$ cat config.mk
export PLATFORM = sky130hd
export DESIGN_NAME = instr_fetch
export DESIGN_NICKNAME = d
export VERILOG_FILES = /design/src/rtl/instr_fetch.sv
export SDC_FILE = /design/constraint.sdc
export NUM_CORES = 1
export LEC_CHECK = 0
export CORE_ASPECT_RATIO = 1.4
export CORE_MARGIN = 10
export CORE_UTILIZATION = 25
export CTS_CLUSTER_SIZE = 16
export DETAILED_ROUTE_END_ITERATION = 10
export MAX_ROUTING_LAYER = met4
export SETUP_SLACK_MARGIN = 0.02
export SLEW_MARGIN = 20
export SYNTH_ARGS = -nofsm -noshare
export SYNTH_HDL_FRONTEND = slang
export SYNTH_SLANG_ARGS = --single-unit
export TNS_END_PERCENT = 5
$ cat constraint.sdc
create_clock -name clk -period 2.65 [get_ports clk]
set_input_delay 0.53 -clock clk [delete_from_list [all_inputs] [get_ports clk]]
set_output_delay 0.53 -clock clk [all_outputs]
set_load 0.02 [all_outputs]
$ cat src/rtl/instr_fetch.sv
// Instruction-fetch sequencer: captures PC into MAR, runs a req/ready read, loads MBR/IR, pulses inc_pc.
// Latency: start@N -> mem_req@N+1, ready@N+k -> pulses@N+k+1, idle@N+k+2; waits on mem_ready up to TIMEOUT cycles.
module instr_fetch #(
  parameter int ADDR_W  = 8,
  parameter int DATA_W  = 16,
  parameter int OPC_W   = 8,
  parameter int TIMEOUT = 15
) (
  input  logic              clk,
  input  logic              rst_n,
  input  logic [ADDR_W-1:0] pc_in,
  input  logic              fetch_start,
  input  logic              flush,
  output logic              mem_req,
  output logic [ADDR_W-1:0] mem_addr,
  input  logic [DATA_W-1:0] mem_rdata,
  input  logic              mem_ready,
  output logic [DATA_W-1:0] mbr_out,
  output logic [OPC_W-1:0]  ir_out,
  output logic              inc_pc,
  output logic              fetch_done,
  output logic              busy,
  output logic              timeout_err
);

  localparam int CNT_W = $clog2(TIMEOUT + 1);
  localparam logic [CNT_W-1:0] CNT_LAST = CNT_W'(TIMEOUT - 1);

  typedef enum logic [1:0] {
    S_IDLE,
    S_WAIT,
    S_DONE,
    S_ERR
  } state_t;

  state_t              state, state_nxt;
  logic [ADDR_W-1:0]   mar;
  logic [DATA_W-1:0]   mbr;
  logic [OPC_W-1:0]    ir;
  logic [CNT_W-1:0]    wait_cnt;
  logic                err_q;

  logic                cap_addr;
  logic                latch_data;
  logic                cnt_clr;
  logic                cnt_inc;
  logic                err_set;
  logic                err_clr;

  always_ff @(posedge clk or negedge rst_n) begin
    if (!rst_n) begin
      state <= S_IDLE;
    end else begin
      state <= state_nxt;
    end
  end

  // flush overrides everything, including a same-cycle mem_ready or fetch_start
  always_comb begin
    state_nxt  = state;
    cap_addr   = 1'b0;
    latch_data = 1'b0;
    cnt_clr    = 1'b0;
    cnt_inc    = 1'b0;
    err_set    = 1'b0;
    err_clr    = 1'b0;
    if (flush) begin
      state_nxt = S_IDLE;
      cnt_clr   = 1'b1;
      err_clr   = 1'b1;
    end else begin
      case (state)
        S_IDLE: begin
          if (fetch_start) begin
            state_nxt = S_WAIT;
            cap_addr  = 1'b1;
            cnt_clr   = 1'b1;
          end
        end
        S_WAIT: begin
          if (mem_ready) begin
            state_nxt  = S_DONE;
            latch_data = 1'b1;
          end else if (wait_cnt == CNT_LAST) begin
            state_nxt = S_ERR;
            err_set   = 1'b1;
          end else begin
            cnt_inc = 1'b1;
          end
        end
        S_DONE:  state_nxt = S_IDLE;
        S_ERR:   state_nxt = S_ERR;
        default: state_nxt = S_IDLE;
      endcase
    end
  end

  always_ff @(posedge clk or negedge rst_n) begin
    if (!rst_n) begin
      mar      <= '0;
      mbr      <= '0;
      ir       <= '0;
      wait_cnt <= '0;
      err_q    <= 1'b0;
    end else begin
      if (cap_addr) begin
        mar <= pc_in;
      end
      if (latch_data) begin
        mbr <= mem_rdata;
        ir  <= mem_rdata[DATA_W-1 -: OPC_W];
      end
      if (cnt_clr) begin
        wait_cnt <= '0;
      end else if (cnt_inc) begin
        wait_cnt <= wait_cnt + CNT_W'(1);
      end
      if (err_clr) begin
        err_q <= 1'b0;
      end else if (err_set) begin
        err_q <= 1'b1;
      end
    end
  end

  // Outputs are pure decodes of registered state, so no input reaches an output combinationally
  assign mem_req     = (state == S_WAIT);
  assign inc_pc      = (state == S_DONE);
  assign fetch_done  = (state == S_DONE);
  assign busy        = (state != S_IDLE);
  assign mem_addr    = mar;
  assign mbr_out     = mbr;
  assign ir_out      = ir;
  assign timeout_err = err_q;

endmodule

Yosys cells after proc, flatten, opt, wreduce, memory -nomap -nowiden:

Cells that the tools add are included.
W data, S select, Z words.

* register bits: 39
* input port bits: 29
* output and inout bits: 37

* $add $sub $neg: 1
* equal/unequal tests: 6
* muxes and demuxes: 25
* reductions and logical operators: 5

Operators by type and width (count)
* $mux W1: 18
* $mux W2: 4
* $mux W4: 2
* $pmux W2 S4: 1
* $reduce_bool A2 Y1: 3
* $add A4 B1 Y4 const B: 1
* $eq A2 B2 Y1 const B: 2
* $eq A4 B4 Y1 const B: 1
* $ne A4 B2 Y1 const B: 1
* $ne A3 B3 Y1 const B: 1
* $eq A2 B1 Y1 const B: 1
* $logic_not A2 Y1: 1
* $reduce_and A2 Y1: 1

Logic depth before layout (Yosys ltp):

Gate-level depths: netlist (run 1).

* depth in word-level cells: 7
* mapped depth: 5
* mapped depth without buffers: 5

Worst setup path before layout (run 1):

OpenSTA, ideal clock, no wires.

* path type: input to register
* start: in flush
* end: reg mbr[0], in the netlist mbr_out[0]
* data arrival time: 1501 ps
* setup slack: 1024 ps
* stages on the path: 4
* path through: buf_6 nor3_4 buf_4 mux2_2

* word-level cells in the longest chain between the ends: 1

Ends and longest elaborated chain
* start, declared: RTL line 13 `input logic flush,`
* $mux W1: RTL line 67 `if (flush) begin`
* end signal, assigned: RTL line 110 `mbr <= mem_rdata;`
* end, declared: RTL line 38 `logic [DATA_W-1:0] mbr;`

Every way passes these cells.
A chain may end at the register's enable or synchronous reset.

Worst setup path in the final report (run 1):

* start: reg state[1]
* end: out fetch_done

* word-level cells in the longest chain between the ends: 1

Ends and longest elaborated chain
* start, declared: RTL line 36 `state_t state, state_nxt;`
* start signal, assigned: RTL line 54 `state <= state_nxt;`
* $eq A2 B2 Y1: RTL line 129 `assign fetch_done = (state == S_DONE);`
* end, declared: RTL line 21 `output logic fetch_done,`

Every way passes these cells.

==> impl_metrics.tcl, run 1 <==
set metrics [dict create \
    synth_largest_type_area_fraction 0.552 \
    final_core_util 0.393 \
    hold_path_class "flip-flop to flip-flop" \
    global_route_wire_length_before_repair_mm 5.99 \
    synth_top_cells_by_area "sky130_fd_sc_hd__dfrtp_1, sky130_fd_sc_hd__mux2_2, sky130_fd_sc_hd__buf_4" \
    drt-initial-drc-count 28 \
    period_needed_ps 2280 \
    post_layout_nonfiller_instances 232 \
    holdCritStartpoint "mem_addr[7]$_DFFE_PN0P_" \
    post_synth_inst_count 102 \
    report.final.slew_viol_count 0 \
    detailedPlace.worstSlack_ps 293 \
    post_cts_resized 0 \
    number_of_buffers_created_by_cts 5 \
    post-cts-setup-buffers 0 \
    viasPerCell 4.35 \
    diodes 0 \
    setup_viol 0 \
    synth-edff-count 0 \
    first_global_vias 1129 \
    timing.critical_path.arrival_ps 1750 \
    max_slew.worst_pin.slew_ps 557 \
    startpoint_type "flip-flop" \
    gr-usage-all-layers 0.0847 \
    cts-root-buf "sky130_fd_sc_hd__clkbuf_8" \
    clk-insertion-delay-late_ps 280 \
    rr_worst_depth 2 \
    avgSynthCellArea_um2 13.8 \
    synth-warning-count 0 \
    power.static_leakage_nw 0.905 \
    core_area_um2 5490 \
    startpoint_to_endpoint_class_of_the_critical_path "flip-flop to output pin" \
    fin_tns_setup_ps 0 \
    synth.ff_latch_count 31 \
    worst_setup_hold_path_clk_slew_ps 70 \
    placedCellCount 224 \
    placement_rows 32 \
    post_synth_instance_area_um2 1410 \
    grt_start_max_net_pins 32 \
    power.ir.vdd_worst_v 0.000366 \
    htree_levels 2 \
    cts_tree "done" \
    worst_hold_path.num_cells 1 \
    routed-via-count 1009 \
    cap_viol_max_count 0 \
    min_delay_worst_endpoint "mem_addr[7]$_DFFE_PN0P_" \
    result_of_the_run "completed" \
    fp.dieArea_um2 9070 \
    synth.yosys.seq_area_share 0.552 \
    ant_nets 0 \
    numClockSinks 31 \
    cp_max_fo 9 \
    synthDistinctLibCells 24 \
    dp_hpwl_mm 2.93 \
    floorplan.die.height_um 109 \
    cp_data_required_time_ps 2120 \
    grt_overflow 0 \
    wl_per_cell_um 16.0 \
    crit-reg2reg-launch "state[1]$_DFFE_PN0P_" \
    totalWireLength_mm 3.72 \
    setup_slack_ps 373 \
    synth_fp_nets 133 \
    route.detailed.drc 0 \
    synth_top_flop_cell "sky130_fd_sc_hd__dfrtp_1" \
    design.final.nets 194 \
    drtPass1Iterations 4 \
    final_layout_size_suffix_gt1_frac 0.220 \
    final_replace_weighted_congestion 0.779 \
    antenna_violations_before_repair 0 \
    rsz_0062_raised_after_global_routing "no" \
    final.period_utilization 0.859 \
    rrSetupSlack_ps 1010 \
    crit-reg2reg-capture "mem_addr[2]$_DFFE_PN0P_" \
    syn_to_final_growth_pct 53.3 \
    i_o_pins 66 \
    hold_viol_final 0 \
    initial_core_util 0.256 \
    post-synth-top-area-cell "sky130_fd_sc_hd__dfrtp_1" \
    dieWidth_um 83.4 \
    async_reset_ff_frac 1.00 \
    finClkSkew_ps 4.72 \
    worst_setup_path_end_kind "output pin" \
    place.port_buffers 65 \
    pwr_density_cell_nw_per_um2 782 \
    max_freq_ghz 0.439 \
    synth.top_cells.by_count "sky130_fd_sc_hd__dfrtp_1, sky130_fd_sc_hd__mux2_2, sky130_fd_sc_hd__buf_4, sky130_fd_sc_hd__inv_1, sky130_fd_sc_hd__nand3_1" \
    finalPower_w 0.00169 \
    max-clock-path-buffers 2 \
    hold_fix_buffers_cts 0 \
    synthMostInstantiatedCell "sky130_fd_sc_hd__dfrtp_1" \
    timing.slew.headroom 0.627 \
]
## metal layers
metal | global-route usage | vias up | part of all wire
li1 | - | 465 | -
met2 | 0.138 | 52 | 0.50
met5 | - | - | 0
met1 | 0.0869 | 487 | 0.40
met4 | 0.0256 | 0 | 0.012
met3 | 0.0448 | 5 | 0.097
## worst max-delay path: stages (launching register included)
cell                              delay [ps]
sky130_fd_sc_hd__dfrtp_1                 610
sky130_fd_sc_hd__nor2b_1                 230
sky130_fd_sc_hd__clkdlybuf4s50_1         630
## registers in the layout, summed over array words and instances (netlist names)
signal / count
state: 2
mem_addr: 8
timeout_err: 1
mbr_out: 16
wait_cnt: 4
## layout make-up
type,instances,area (um2)
repair buffers,67,666
multi-input cells,53,510
well taps,68,85.1
inverters,5,18.8
flip-flops and latches,31,776
clock buffers,8,100
fillers,505,3330
## placed cells by master, fill, tap and decap left out, drive strengths merged, types with 3 or more instances in the layout
| cell type | instances |
|---|---|
| clkdlybuf4s50 | 65 |
| dfrtp | 31 |
| mux2 | 24 |
| clkbuf | 8 |
| inv | 5 |
| nand3 | 3 |
## cell families (layout without fill, tap and decap cells)
group,Yosys count,in the layout,share of synthesized area
AOI/OAI and AO/OA,7,7,0.0329
and+or+nand+nor,18,18,0.106
adders and majority gates,2,2,0.0178
DFF,31,31,0.552
buffers and inverters,18,80,0.0854
muxes,26,26,0.206
## report_power, final
group          leakage (nW)  internal [W]  switching (W)
Clock                0.0515      0.000237       0.000170
Sequential            0.383      0.000573      0.0000652
Combinational         0.471      0.000345       0.000295
Total                 0.905       0.00115       0.000530
## per-stage QoR
stage	instance area, um2	hold slack [ps]
2_1_floorplan	1410	234
3_3_place_gp	2060	473
3_5_place_dp	2060	478
4_1_cts	2160	494
5_1_grt	2160	521
6_report	2160	493
## worst max-delay path by stage
stage	depth (start not counted)	from	to	slack, ps
CTS	2	state[1]$_DFFE_PN0P_	inc_pc	350
finish	2	state[1]$_DFFE_PN0P_	fetch_done	370
floorplan	4	flush	mbr_out[0]$_DFFE_PN0P_	1020
global route	2	state[1]$_DFFE_PN0P_	inc_pc	270
detailed placement	3	flush	mem_addr[2]$_DFFE_PN0P_	290
global placement	3	flush	mem_addr[5]$_DFFE_PN0P_	360
Note: power is estimated with default switching activity, not from simulation.
==> run 2: changes to the inputs <==
--- a/config.mk
+++ b/config.mk
@@ -10,6 +10,7 @@
 export CORE_UTILIZATION = 25
 export CTS_CLUSTER_SIZE = 16
 export DETAILED_ROUTE_END_ITERATION = 10
+export GPL_ROUTABILITY_DRIVEN = 0
 export MAX_ROUTING_LAYER = met4
 export SETUP_SLACK_MARGIN = 0.02
 export SLEW_MARGIN = 20
==> results of run 2 <==
Same layout as run 1: the final DEF is identical, and so are final timing and power.
==> run 3: changes to the inputs <==
--- a/config.mk
+++ b/config.mk
@@ -5,6 +5,7 @@
 export SDC_FILE = /design/constraint.sdc
 export NUM_CORES = 1
 export LEC_CHECK = 0
+export CAP_MARGIN = 20
 export CORE_ASPECT_RATIO = 1.4
 export CORE_MARGIN = 10
 export CORE_UTILIZATION = 25
==> results of run 3 <==
Same layout as run 1: the final DEF is identical, and so are final timing and power.
